`config.mk`:
```
export PLATFORM = sky130hd
export DESIGN_NAME = uart_tx_feeder_flat
export DESIGN_NICKNAME = d
export VERILOG_FILES = /design/src/rtl/uart_tx_feeder_if.sv /design/src/rtl/uart_tx_feeder.sv /design/src/flat_wrapper.sv
export SDC_FILE = /design/constraint.sdc
export NUM_CORES = 1
export LEC_CHECK = 0
export CAP_MARGIN = 30
export CORE_ASPECT_RATIO = 1.2
export CORE_MARGIN = 4
export CORE_UTILIZATION = 30
export CTS_BUF_LIST = sky130_fd_sc_hd__clkbuf_16
export DETAILED_ROUTE_END_ITERATION = 7
export DONT_BUFFER_PORTS = 1
export PLACE_DENSITY_LB_ADDON = 0.12
export SLEW_MARGIN = 25
export SYNTH_ARGS = -nofsm -noshare
export SYNTH_HDL_FRONTEND = slang
export SYNTH_SLANG_ARGS = --single-unit
```
`constraint.sdc`:
```
create_clock -name CLK -period 2.5 [get_ports CLK]
set_input_delay 0 -clock CLK [delete_from_list [all_inputs] [get_ports CLK]]
set_output_delay 0 -clock CLK [all_outputs]
set_load 0.02 [all_outputs]
```
`src/rtl/uart_tx_feeder_if.sv`:
```
// Signal bundle between a byte producer, the UART TX feeder and the UART transmitter.
// The feeder connects through the slave modport; the producer side uses master.
interface uart_tx_feeder_if #(
    parameter int unsigned DATA_WIDTH = 8,
    parameter int unsigned DEPTH      = 8
);
    localparam int unsigned CW = $clog2(DEPTH) + 1;

    logic [DATA_WIDTH-1:0] WR_DATA;
    logic                  WR_EN;
    logic                  FULL;
    logic                  EMPTY;
    logic [CW-1:0]         COUNT;
    logic                  OVERFLOW;
    logic [DATA_WIDTH-1:0] TX_P_DATA;
    logic                  TX_DATA_VALID;
    logic                  TX_BUSY;

    modport master (
        output WR_DATA, WR_EN, TX_BUSY,
        input  FULL, EMPTY, COUNT, OVERFLOW, TX_P_DATA, TX_DATA_VALID
    );

    modport slave (
        input  WR_DATA, WR_EN, TX_BUSY,
        output FULL, EMPTY, COUNT, OVERFLOW, TX_P_DATA, TX_DATA_VALID
    );
endinterface

```
`src/rtl/uart_tx_feeder.sv`:
```
// Byte FIFO that feeds a UART transmitter: launches one byte per one-cycle valid pulse
// and waits for the transmitter's busy flag to rise and fall before the next launch.
module uart_tx_feeder #(
    parameter int unsigned DATA_WIDTH = 8,
    parameter int unsigned DEPTH      = 8
) (
    input logic             CLK,
    input logic             RST,
    uart_tx_feeder_if.slave bus
);
    localparam int unsigned AW = $clog2(DEPTH);
    localparam int unsigned CW = AW + 1;

    typedef enum logic [1:0] {StIdle, StIssue, StWaitHi, StWaitLo} state_e;

    logic [DATA_WIDTH-1:0] mem_q [DEPTH];
    state_e                state_q, state_d;
    logic [AW-1:0]         wr_ptr_q, wr_ptr_d;
    logic [AW-1:0]         rd_ptr_q, rd_ptr_d;
    logic [CW-1:0]         count_q, count_d;
    logic                  full_q, full_d;
    logic                  empty_q, empty_d;
    logic                  ovf_q, ovf_d;
    logic                  valid_q, valid_d;
    logic [DATA_WIDTH-1:0] pdata_q, pdata_d;
    logic                  guard_q, guard_d;
    logic                  push, pop;

    always_comb begin
        push     = bus.WR_EN && !full_q;
        pop      = (state_q == StIdle) && !empty_q && !bus.TX_BUSY;
        wr_ptr_d = push ? wr_ptr_q + AW'(1) : wr_ptr_q;
        rd_ptr_d = pop ? rd_ptr_q + AW'(1) : rd_ptr_q;

        unique case ({push, pop})
            2'b10:   count_d = count_q + CW'(1);
            2'b01:   count_d = count_q - CW'(1);
            default: count_d = count_q;
        endcase
        full_d  = (count_d == CW'(DEPTH));
        empty_d = (count_d == '0);
        // A rejected write is flagged even when a pop frees a slot on the same edge.
        ovf_d   = bus.WR_EN && full_q;

        state_d = state_q;
        guard_d = guard_q;
        valid_d = 1'b0;
        pdata_d = pdata_q;
        unique case (state_q)
            StIdle: begin
                if (pop) begin
                    state_d = StIssue;
                    valid_d = 1'b1;
                    pdata_d = mem_q[rd_ptr_q];
                end
            end
            StIssue: begin
                state_d = StWaitHi;
                guard_d = 1'b0;
            end
            StWaitHi: begin
                // Busy never rising for two cycles means the byte is treated as consumed.
                if (bus.TX_BUSY) begin
                    state_d = StWaitLo;
                end else if (guard_q) begin
                    state_d = StIdle;
                end else begin
                    guard_d = 1'b1;
                end
            end
            StWaitLo: begin
                if (!bus.TX_BUSY) begin
                    state_d = StIdle;
                end
            end
            default: state_d = StIdle;
        endcase
    end

    always_ff @(posedge CLK) begin
        if (RST) begin
            state_q  <= StIdle;
            wr_ptr_q <= '0;
            rd_ptr_q <= '0;
            count_q  <= '0;
            full_q   <= 1'b0;
            empty_q  <= 1'b1;
            ovf_q    <= 1'b0;
            valid_q  <= 1'b0;
            pdata_q  <= '0;
            guard_q  <= 1'b0;
        end else begin
            state_q  <= state_d;
            wr_ptr_q <= wr_ptr_d;
            rd_ptr_q <= rd_ptr_d;
            count_q  <= count_d;
            full_q   <= full_d;
            empty_q  <= empty_d;
            ovf_q    <= ovf_d;
            valid_q  <= valid_d;
            pdata_q  <= pdata_d;
            guard_q  <= guard_d;
            if (push) begin
                mem_q[wr_ptr_q] <= bus.WR_DATA;
            end
        end
    end

    assign bus.FULL          = full_q;
    assign bus.EMPTY         = empty_q;
    assign bus.COUNT         = count_q;
    assign bus.OVERFLOW      = ovf_q;
    assign bus.TX_P_DATA     = pdata_q;
    assign bus.TX_DATA_VALID = valid_q;
endmodule

```
`src/flat_wrapper.sv`:
```
// flat-port wrapper written by rule: the top's interface ports become plain ports
module uart_tx_feeder_flat 
#(
    parameter int unsigned DATA_WIDTH = 8,
    parameter int unsigned DEPTH      = 8
)
  (CLK, RST, bus_WR_DATA, bus_WR_EN, bus_TX_BUSY, bus_FULL, bus_EMPTY, bus_COUNT, bus_OVERFLOW, bus_TX_P_DATA, bus_TX_DATA_VALID);
  uart_tx_feeder_if #(.DATA_WIDTH(DATA_WIDTH), .DEPTH(DEPTH)) bus_i ();
  input logic CLK;
  input logic RST;
  input wire logic [$bits(bus_i.WR_DATA)-1:0] bus_WR_DATA;
  input wire logic [$bits(bus_i.WR_EN)-1:0] bus_WR_EN;
  input wire logic [$bits(bus_i.TX_BUSY)-1:0] bus_TX_BUSY;
  output wire logic [$bits(bus_i.FULL)-1:0] bus_FULL;
  output wire logic [$bits(bus_i.EMPTY)-1:0] bus_EMPTY;
  output wire logic [$bits(bus_i.COUNT)-1:0] bus_COUNT;
  output wire logic [$bits(bus_i.OVERFLOW)-1:0] bus_OVERFLOW;
  output wire logic [$bits(bus_i.TX_P_DATA)-1:0] bus_TX_P_DATA;
  output wire logic [$bits(bus_i.TX_DATA_VALID)-1:0] bus_TX_DATA_VALID;
  assign bus_i.WR_DATA = bus_WR_DATA;
  assign bus_i.WR_EN = bus_WR_EN;
  assign bus_i.TX_BUSY = bus_TX_BUSY;
  assign bus_FULL = bus_i.FULL;
  assign bus_EMPTY = bus_i.EMPTY;
  assign bus_COUNT = bus_i.COUNT;
  assign bus_OVERFLOW = bus_i.OVERFLOW;
  assign bus_TX_P_DATA = bus_i.TX_P_DATA;
  assign bus_TX_DATA_VALID = bus_i.TX_DATA_VALID;
  uart_tx_feeder #(.DATA_WIDTH(DATA_WIDTH), .DEPTH(DEPTH)) u_core (.CLK(CLK), .RST(RST), .bus(bus_i));
endmodule
```
==> reports/metrics.cfg, run 1 <==
[outcome]
run_status=finished clean

[sta]
finalHoldViolCount=0
setup_ws_ns=0.2571
finalCriticalPeriod_ns=2.243
relSlewSlack_pct=54.98
finalSetupViolations=0
fin_crit_sh_pct=89.72
grt_setup_unrepaired=false
fin_skew_ns=0.009693
slew_viol_final=0
worst_pin_slew_ns=0.6744
fmax_ghz=0.4459
tns_ns=0

[clock_network]
clkSinkCount=89
insertion_delay_ns=0.34
cts_tree=done
cts_resized=0
clockRootBuffer=clkbuf_16
clk_pin_slew_ns=0.07
clock_path_buffers=2
cts_max_level=3
cts_buffers=9

[synthesis]
ys_warn_count=0
ys_ff_latch=89
syn_avg_cell_area_um2=16.49
synth_top_area_share_pct=55.23
yosys.area.top_type=edfxtp_1
syn-num-nets=228
ys_types=32
syn-cell-area_mm2=0.003480
synth_area_leaders=edfxtp_1 55%, dfxtp_1 14%, mux4_2 10%, mux2i_1 3.2%, nor2_1 2.8%
postSynthCellCount=211
yosysSeqAreaShare_pct=69.62

[global_route]
grt_start_max_net_pins=26
gr-total-overflow=0
grt_pass1_wl_um=10670
grt_pass1_vias=1843
grt_antenna_before_repair=0
track_usage_pct=10.91

[setup_path]
crit_fanout=5
startpoint_type=flop
crit_slowest_cell=dfxtp_1
max_stage_delay_ns=0.36
path_cells=nor4_4 > ha_1 > xor2_1 > ha_1 > a21oi_1 > xor2_1 > nor2_1 > xnor2_1 > nor4bb_1
worstPathArrival_ns=2.48
required_ns=2.73
worstSetupEndpointType=flop
crit_type=reg2reg

[routing]
ant_nets=0
drc=0
dr.first_iter.drc_count=105
wl_um=6788
via_per_inst=4.574
dr.pass1.iters=6
vias=1802
wl_per_cell_um=17.23

[hold_path]
min_path_type=in2reg

[placement]
place.gp.congestion=0.7080
pre_cts_slack_ns=0.2588
io_buffers=0
dpl_cell_area_mm2=0.003744
dp_hpwl_um=4153

[power_and_ir_drop]
fin_total_pwr_w=0.003527
p_leak_nw=1.336
switching_share_pct=26.54
combPwrFrac_pct=13.8
p_int_w=0.002591
seqPwrFrac_pct=51.4
peakVddDrop_v=0.0002727
powerDensity_mw_per_mm2=851.9
p_sw_w=0.0009361
pwr-share-clk_pct=34.7

[floorplan]
io_pins=28
dieArea_mm2=0.01339
die_w_um=106.3
placeableCoreArea_mm2=0.01119
die_y_um=126.0
std_cell_rows=42
start_util_pct=31.09

[flow_run]
maxCapViolations=0

[cells_and_area]
nets=252
syn2layout_area_growth_pct=18.99
diodes=0
final_util_pct=36.99
postLayoutCellArea_mm2=0.004140
drive_above_1_share_pct=21.25

==> cells by family after synthesis <==
| group | synth area share [%] |
|---|---|
| and+or+nand+nor | 7.479 |
| xor gates and xnor gates | 2.013 |
| adders and majority gates | 1.798 |
| muxes | 13.52 |
| buffers and inverters | 1.834 |
| DFF | 69.62 |
| AOI/OAI and AO/OA | 3.740 |
==> power by group through the flow <==
stage          Combinational [W]  Clock (W)  Sequential, W
6_report                0.000488    0.00123        0.00181
5_1_grt                 0.000557    0.00133        0.00183
4_1_cts                 0.000501    0.00128        0.00182
3_5_place_dp            0.000468          0        0.00185
3_3_place_gp            0.000471          0        0.00185
2_1_floorplan           0.000388          0        0.00182
==> area by class of cell <==
class                           instances  area (um^2)
Tap cell                              154        192.7
Clock inverter                          7        46.29
Clock buffer                            9        225.2
Fill cell                            1088         7053
Multi-Input combinational cell        109         1027
Timing Repair Buffer                   25        222.7
Inverter                                1        3.754
Sequential cell                        89         2422
==> per-stage QoR <==
stage / std cells / hold slack (ns)
finish: 394 / 0.04793
global route: 394 / 0.03827
CTS: 393 / 0.04105
detailed placement: 366 / 0.07917
global placement: 366 / 0.07608
floorplan: 211 / 0.07570
==> routing by layer <==
metal	share of wire, %	vias up	global-route usage, %
met4	1.9	0	4.802
met2	48	38	16.93
met3	4.5	9	3.378
li1	-	864	-
met5	0	-	0
met1	46	891	14.04
==> path summary, 6_finish.rpt <==
check	startpoint	end	slack, ns	cells after the start
max	u_core.state_q[1]	u_core.bus.FULL	0.26	9
min	RST	u_core.mem_q[0][6]	0.05	2
max reg2reg	u_core.state_q[1]	u_core.bus.FULL	0.26	9
min reg2reg	u_core.guard_q	u_core.guard_q	0.50	2
==> what timing repair did <==
item / 4_1_cts / 5_1_grt
endpoints found under the setup margin: 0 / 0
buffers inserted: 0 / 0
hold buffers: 11 / 0
hold endpoints to repair: 89 / 0
==> placed cells by master (no fill, tap or decap), types with 5 or more instances in the layout <==
master,synthesis,layout
a211oi_1,9,9
buf_4,1,13
clkbuf_16,0,9
dfxtp_1,25,25
dlygate4sd3_1,0,11
edfxtp_1,64,64
ha_1,5,5
mux2i_1,11,11
mux4_2,16,16
nand2b_1,5,5
nor2_1,26,26
nor2b_1,5,5
==> state kept, by name, summed over array words and instances, names as in the netlist <==
name / cells
u_core.bus.COUNT: 4
u_core.bus.EMPTY: 1
u_core.bus.FULL: 1
u_core.bus.OVERFLOW: 1
u_core.bus.TX_DATA_VALID: 1
u_core.bus.TX_P_DATA: 8
u_core.guard_q: 1
u_core.mem_q: 64
u_core.rd_ptr_q: 3
u_core.state_q: 2
u_core.wr_ptr_q: 3
==> synthesized netlist by cell type (all sizes together) <==
master and n:
xor2 4, a21oi 4, nor4bb 1, nor3 2
and3b 1, a31o 1, nand2b 5, mux4 16
edfxtp 64, or3 1, inv 1, a211oi 9
nand3b 1, a31oi 1, nor4 3, clkbuf 6
nand2 4, o32ai 1, mux2i 11, buf 6
ha 5, nor2 26, dfxtp 25, o21ai 1
nor2b 5, o22ai 1, nor4b 2, xnor2 4
==> worst max-delay path, delay by kind of cell (launching register included) <==
kind	cells	cell delay [ns]
DFF	1	0.36
AOI/OAI and AO/OA	1	0.14
and+or+nand+nor	3	0.65
adders and majority gates	2	0.52
xor gates and xnor gates	3	0.48
(Power assumes the default switching activity.)
==> run 2, diff against run 1 <==
- ABC_AREA: not set -> 1
- BUFFER_PORTS_ARGS: not set -> -buffer_cell sky130_fd_sc_hd__buf_2
- CORE_ASPECT_RATIO: 1.2 -> not set
- DONT_BUFFER_PORTS: 1 -> not set
==> reports/metrics.cfg, run 2 <==
[outcome]
run_status=finished clean

[flow_run]
maxCapViolations=0  ; unchanged

[hold_path]
min_from=bus_TX_BUSY
hold-path-cell-count=4  ; +2
worstHoldEndpoint=u_core.guard_q
min_path_type=in2reg

[clock_network]
cts_tree=done
clockRootBuffer=clkbuf_16
insertion_delay_ns=0.34  ; about the same
cts_max_level=3  ; unchanged
clkSinkCount=89  ; unchanged
cts_buffers=9  ; unchanged
cts_setup_buffers=0  ; unchanged
clk_pin_slew_ns=0.06  ; about the same
clock_path_buffers=2  ; unchanged

[setup_path]
rr_endpoint=u_core.bus.EMPTY
r2r-start=u_core.state_q[0]
startpoint_type=flop
path_cells=nor2_1 > nand2_2 > inv_1 > ha_1 > nand2_1 > inv_1 > nor2_1 > ha_1 > inv_1 > o21ai_0 > nor2_1 > nand3_1 > nand2_1 > nand2_1 > inv_1
cpLargestDelayFamily=simple AND/OR/NAND/NOR gates
cp-startpoint=u_core.state_q[0]
worstPathArrival_ns=2.26  ; -0.22 ns
crit_slowest_cell=dfxtp_1
reg2reg_depth=15  ; +6
cp_common_cell=inv_1
crit_fanout=5  ; unchanged
r2r_slack_ns=0.48  ; +0.23 ns
required_ns=2.74  ; about the same
worstSetupEndpointType=flop
path_buf_inv=4  ; +4
max_stage_delay_ns=0.34  ; -0.02 ns
cp_num_cells=15  ; +6
crit_type=reg2reg

[synthesis]
yosys.area.top_type=edfxtp_1
synth_top_area_share_pct=52.66  ; -2.6 points
yosysSeqAreaShare_pct=66.37  ; -3.2 points
syn-num-nets=365  ; +60%
syn-cell-area_mm2=0.003650  ; +4.9%
ys_warn_count=0  ; unchanged
syn_avg_cell_area_um2=10.49  ; -36%
synth_enable_flop_cells=64  ; unchanged
ys_ff_latch=89  ; unchanged
yosysMostFrequentCell=nor2_1
synth_area_leaders=edfxtp_1 53%, dfxtp_1 14%, nor2_1 8.0%, o21ai_1 3.8%, nand2_1 3.8%
synthFlopType=edfxtp_1
synth_common_cells=78 x nor2_1, 64 x edfxtp_1, 37 x nand2_1, 28 x o21ai_1, 25 x dfxtp_1
synth-async-reset-ratio_pct=0  ; unchanged
postSynthCellCount=348  ; +65%
ys_types=23  ; -28%

[cells_and_area]
drive_above_1_share_pct=15.46  ; -5.8 points
final_util_pct=36.73  ; -0.26 points
max_flop_register=u_core.mem_q
largest_reg_flops=64  ; unchanged
nets=413  ; +64%
layout_common_cells=78 x nor2_1, 64 x edfxtp_1, 37 x nand2_1
postLayoutCellArea_mm2=0.004393  ; +6.1%
diodes=0  ; unchanged
syn2layout_area_growth_pct=20.36
final_common_cell=nor2_1
fill_cells=1193  ; +9.7%

[power_and_ir_drop]
powerDensity_mw_per_mm2=998.3  ; +17%
fin_total_pwr_w=0.004385  ; +24%
peakVddDrop_v=0.0004440  ; +63%
p_leak_nw=1.694  ; +27%

[routing]
vias=2501  ; +39%
drc=0  ; unchanged
wl_um=8274  ; +22%
dr.first_iter.drc_count=156  ; +49%
via_per_inst=4.564  ; -0.21%
dr.pass1.iters=4  ; -2
ant_nets=0  ; unchanged
wl_per_cell_um=15.10  ; -12%

[floorplan]
start_util_pct=30.51  ; -0.57 points
std_cell_rows=40  ; -4.8%
die_w_um=118.3  ; +11%
die_y_um=118.3  ; -6.1%
io_pins=28  ; unchanged
dieArea_mm2=0.01399  ; +4.5%
placeableCoreArea_mm2=0.01196  ; +6.9%

[sta]
finalSetupViolations=0  ; unchanged
grt_setup_unrepaired=false
fin_skew_ns=0.008067  ; -0.001626 ns
slew_viol_final=0  ; unchanged
finalCriticalPeriod_ns=2.016  ; -0.2270 ns
worst_pin_slew_ns=0.6031  ; -0.07128 ns
fin_crit_sh_pct=80.63  ; -9.1 points
finalHoldViolCount=0  ; unchanged
relSlewSlack_pct=59.74  ; +4.8 points
fmax_ghz=0.4961  ; +11%
tns_ns=0  ; unchanged

[global_route]
grt_pass1_wl_um=13470  ; +26%
grt_pass1_vias=2494  ; +35%
track_usage_pct=12.52  ; +1.6 points
grt_antenna_before_repair=0  ; unchanged
grt_start_max_net_pins=35  ; +35%
gr-total-overflow=0  ; unchanged

[placement]
dp_hpwl_um=5390  ; +30%
dpl_cell_area_mm2=0.003990  ; +6.6%
io_buffers=27  ; +27
place.gp.congestion=0.8031  ; +13%

==> run 2: how the worst max path moves through the flow <==
stage | endpoint | slack, ns
final | u_core.bus.EMPTY | 0.48
after global routing | u_core.bus.EMPTY | 0.22
after global placement | u_core.bus.EMPTY | 0.52
after CTS | u_core.bus.EMPTY | 0.48
after detailed placement | u_core.bus.EMPTY | 0.49
after floorplan | u_core.bus.EMPTY | 0.43
==> run 2: kinds of logic after synthesis <==
| logic type | Yosys count | share of synthesized area [%] |
|---|---|---|
| AO/OA/AOI/OAI | 68 | 10.35 |
| flip-flops | 89 | 66.37 |
| buffers and inverters | 39 | 5.074 |
| AND/OR/NAND/NOR | 145 | 16.01 |
| adder cells (fa/ha/maj) | 5 | 1.714 |
| XOR/XNOR | 2 | 0.4800 |
==> run 2: layout make-up <==
type                       instances  area (um^2)  share of cell area, %
timing repair buffer              51        337.8                  7.690
clock buffer                       9        225.2                  5.127
inverter                          25        93.84                  2.136
clock inverter                     7        87.58                  1.994
tap                              147        183.9                  4.187
multi-input combinational        220         1042                  23.73
sequential                        89         2422                  55.14
==> run 2: metal layers <==
layer / track usage (%) / part of all wire [%] / up-vias
li1: - / - / 1286
met1: 15.97 / 49 / 1168
met2: 20.51 / 46 / 37
met3: 3.493 / 4.3 / 10
met4: 4.176 / 1.2 / 0
met5: 0 / 0 / -
==> run 2: per-stage QoR <==
step,hold slack (ns),cells,setup WS (ns)
floorplan,0.09887,348,0.4313
detailed placement,0.2425,523,0.4858
CTS,0.01138,548,0.4822
global route,0.04875,548,0.2212
global placement,0.2414,523,0.5178
finish,0.01648,548,0.4842
==> run 2: tightest hold or removal path, stage by stage <==
cell	delay, ns
buf_2	0.10
inv_1	0.06
nand2_1	0.08
a21oi_1	0.06
==> run 2: what timing repair did <==
action	in CTS	in global routing
hold buffers	9	0
resized for setup	0	0
endpoints found under the hold margin	65	0
==> run 2: where the power goes <==
part	switching (W)	internal (W)	leakage [nW]
combinational	0.000718	0.000395	0.755
sequential	0.000134	0.00173	0.783
clock	0.000539	0.000866	0.156
total	0.00139	0.00299	1.69
==> run 3, diff against run 2 <==
- ABC_AREA: 1 -> 0
- clock period: 2.5 -> 2 ns (I/O delays scaled with it)
==> reports/metrics.cfg, run 3 (same netlist as run 1, synthesis figures left out) <==
[outcome]
run_status=finished clean

[cells_and_area]
max_flop_register=u_core.mem_q
largest_reg_flops=64  ; unchanged
layout_common_cells=64 x edfxtp_1, 27 x buf_2, 25 x nor2_1, 25 x buf_4, 23 x dfxtp_1
drive_above_1_share_pct=34.89  ; +19 points
syn2layout_area_growth_pct=26.54
nets=290  ; -30%
final_common_cell=edfxtp_1
diodes=0  ; unchanged
final_cells=421  ; -23%

[routing]
wl_um=6769  ; -18%
dr.pass1.iters=4  ; unchanged
drc=0  ; unchanged
dr.first_iter.drc_count=94  ; -40%
wl_per_cell_um=16.08  ; +6.5%
ant_nets=0  ; unchanged
via_per_inst=4.527  ; -0.80%
vias=1906  ; -24%

[floorplan]
std_cell_rows=39  ; -2.5%
start_util_pct=30.60  ; +0.092 points
die_y_um=115.7  ; -2.2%
die_w_um=115.7  ; -2.2%
io_pins=28  ; unchanged
placeableCoreArea_mm2=0.01137  ; -4.9%
dieArea_mm2=0.01339  ; -4.4%

[power_and_ir_drop]
powerDensity_mw_per_mm2=1052  ; +5.4%
peakVddDrop_v=0.0006402  ; +44%
p_leak_nw=1.538  ; -9.2%

[setup_path]
startpoint_type=flop
worstPathArrival_ns=2.23  ; -0.03 ns
required_ns=2.24  ; -0.50 ns
worstSetupEndpointType=flop
crit_fanout=3  ; -2
crit_type=reg2reg

[clock_network]
clk_pin_slew_ns=0.06  ; about the same
insertion_delay_ns=0.33  ; about the same
cts_buffers=9  ; unchanged
cts_tree=done
clkSinkCount=89  ; unchanged
cts_max_level=3  ; unchanged
clockRootBuffer=clkbuf_16
clock_path_buffers=2  ; unchanged

[sta]
grt_setup_unrepaired=true
finalHoldViolCount=0  ; unchanged
worst_pin_slew_ns=0.5969  ; -0.006212 ns
slew_viol_final=0  ; unchanged
finalCriticalPeriod_ns=1.987  ; -0.02926 ns
fin_skew_ns=0.004652  ; -0.003415 ns
finalSetupViolations=0  ; unchanged
tns_ns=0  ; unchanged
fmax_ghz=0.5034  ; +1.5%
fin_crit_sh_pct=99.33  ; +19 points
relSlewSlack_pct=60.20  ; +0.47 points

[global_route]
grt_pass1_vias=1932  ; -23%
grt_start_max_net_pins=32  ; -8.6%
grt_antenna_before_repair=0  ; unchanged
grt_pass1_wl_um=11030  ; -18%
gr-total-overflow=0  ; unchanged
track_usage_pct=11.49  ; -1.0 points

[flow_run]
maxCapViolations=0  ; unchanged

[hold_path]
min_path_type=in2reg

[placement]
io_buffers=27  ; unchanged
place.gp.congestion=0.7072  ; -12%
dp_hpwl_um=4467  ; -17%
dp_cells=394  ; -25%

[run 3: changes by cell type in the layout (fill, tap and decap cells not counted), sizes merged, moves of 15 or more]
| cell | before | now |
|---|---|---|
| nand2 | 38 | 4 |
| nand3 | 23 | 0 |
| o21ai | 40 | 1 |
| inv | 26 | 5 |
| nor2 | 78 | 26 |
| mux4 | 0 | 16 |
| a21oi | 19 | 4 |
[run 3: where the power goes]
group | total [W] | switching (W) | internal (W)
Clock | 0.00158 | 0.000633 | 0.000949
Combinational | 0.000875 | 0.000455 | 0.000421
Sequential | 0.00217 | 0.0000818 | 0.00209
[run 3: final cells by class]
type                       instances  area [um^2]
clock buffer                       9        225.2
inverter                           1        3.754
multi-input combinational        109         1069
clock inverter                     7        58.81
fill                            1074         6967
timing repair buffer              63        442.9
tap                              143        178.9
sequential                        89         2425
[run 3: per-stage QoR]
step / hold WS, ns / setup WS, ns / utilization [%] / area, um^2 / total power, W
after global routing: 0.04380 / -0.1389 / 38.73 / 4403 / 0.004910
final: 0.02597 / 0.01343 / 38.73 / 4403 / 0.004632
after floorplan: 0.07570 / -0.1012 / - / 3545 / 0.002806
after CTS: 0.004662 / -0.004975 / 38.57 / 4385 / 0.004711
after global placement: 0.2446 / 0.03892 / 35.18 / 4000 / 0.003075
after detailed placement: 0.2460 / 0.02089 / 35.18 / 4000 / 0.003078
[run 3: worst max-delay path: stages (launching register included)]
cell	delay, ns
dfxtp_2	0.33
nor4_4	0.23
buf_4	0.18
ha_4	0.14
xor2_1	0.16
ha_2	0.20
a21oi_2	0.04
xor2_1	0.15
nor2_2	0.15
xnor2_2	0.14
nor4bb_1	0.20
[run 3: timing repair]
action,4_1_cts,5_1_grt
pin swaps,0,1
endpoints found under the hold margin,66,0
resized for setup,2,2
buffers inserted,0,1
hold buffers,10,0
endpoints found under the setup margin,1,3
[run 3: final timing paths]
path / startpoint / end / slack [ns] / depth (start not counted)
min: bus_TX_BUSY / u_core.state_q[1] / 0.03 / 3
max: u_core.state_q[0] / u_core.bus.FULL / 0.01 / 10
min reg2reg: u_core.guard_q / u_core.guard_q / 0.49 / 2
max reg2reg: u_core.state_q[0] / u_core.bus.FULL / 0.01 / 10
[run 3: routing by layer]
layer / vias to the layer above / global-route usage (%) / part of all wire (%)
met4: 0 / 3.712 / 1.2
met5: - / 0 / 0
met1: 934 / 15.09 / 46
met3: 5 / 4.595 / 5.5
met2: 38 / 17.52 / 47
li1: 929 / - / -
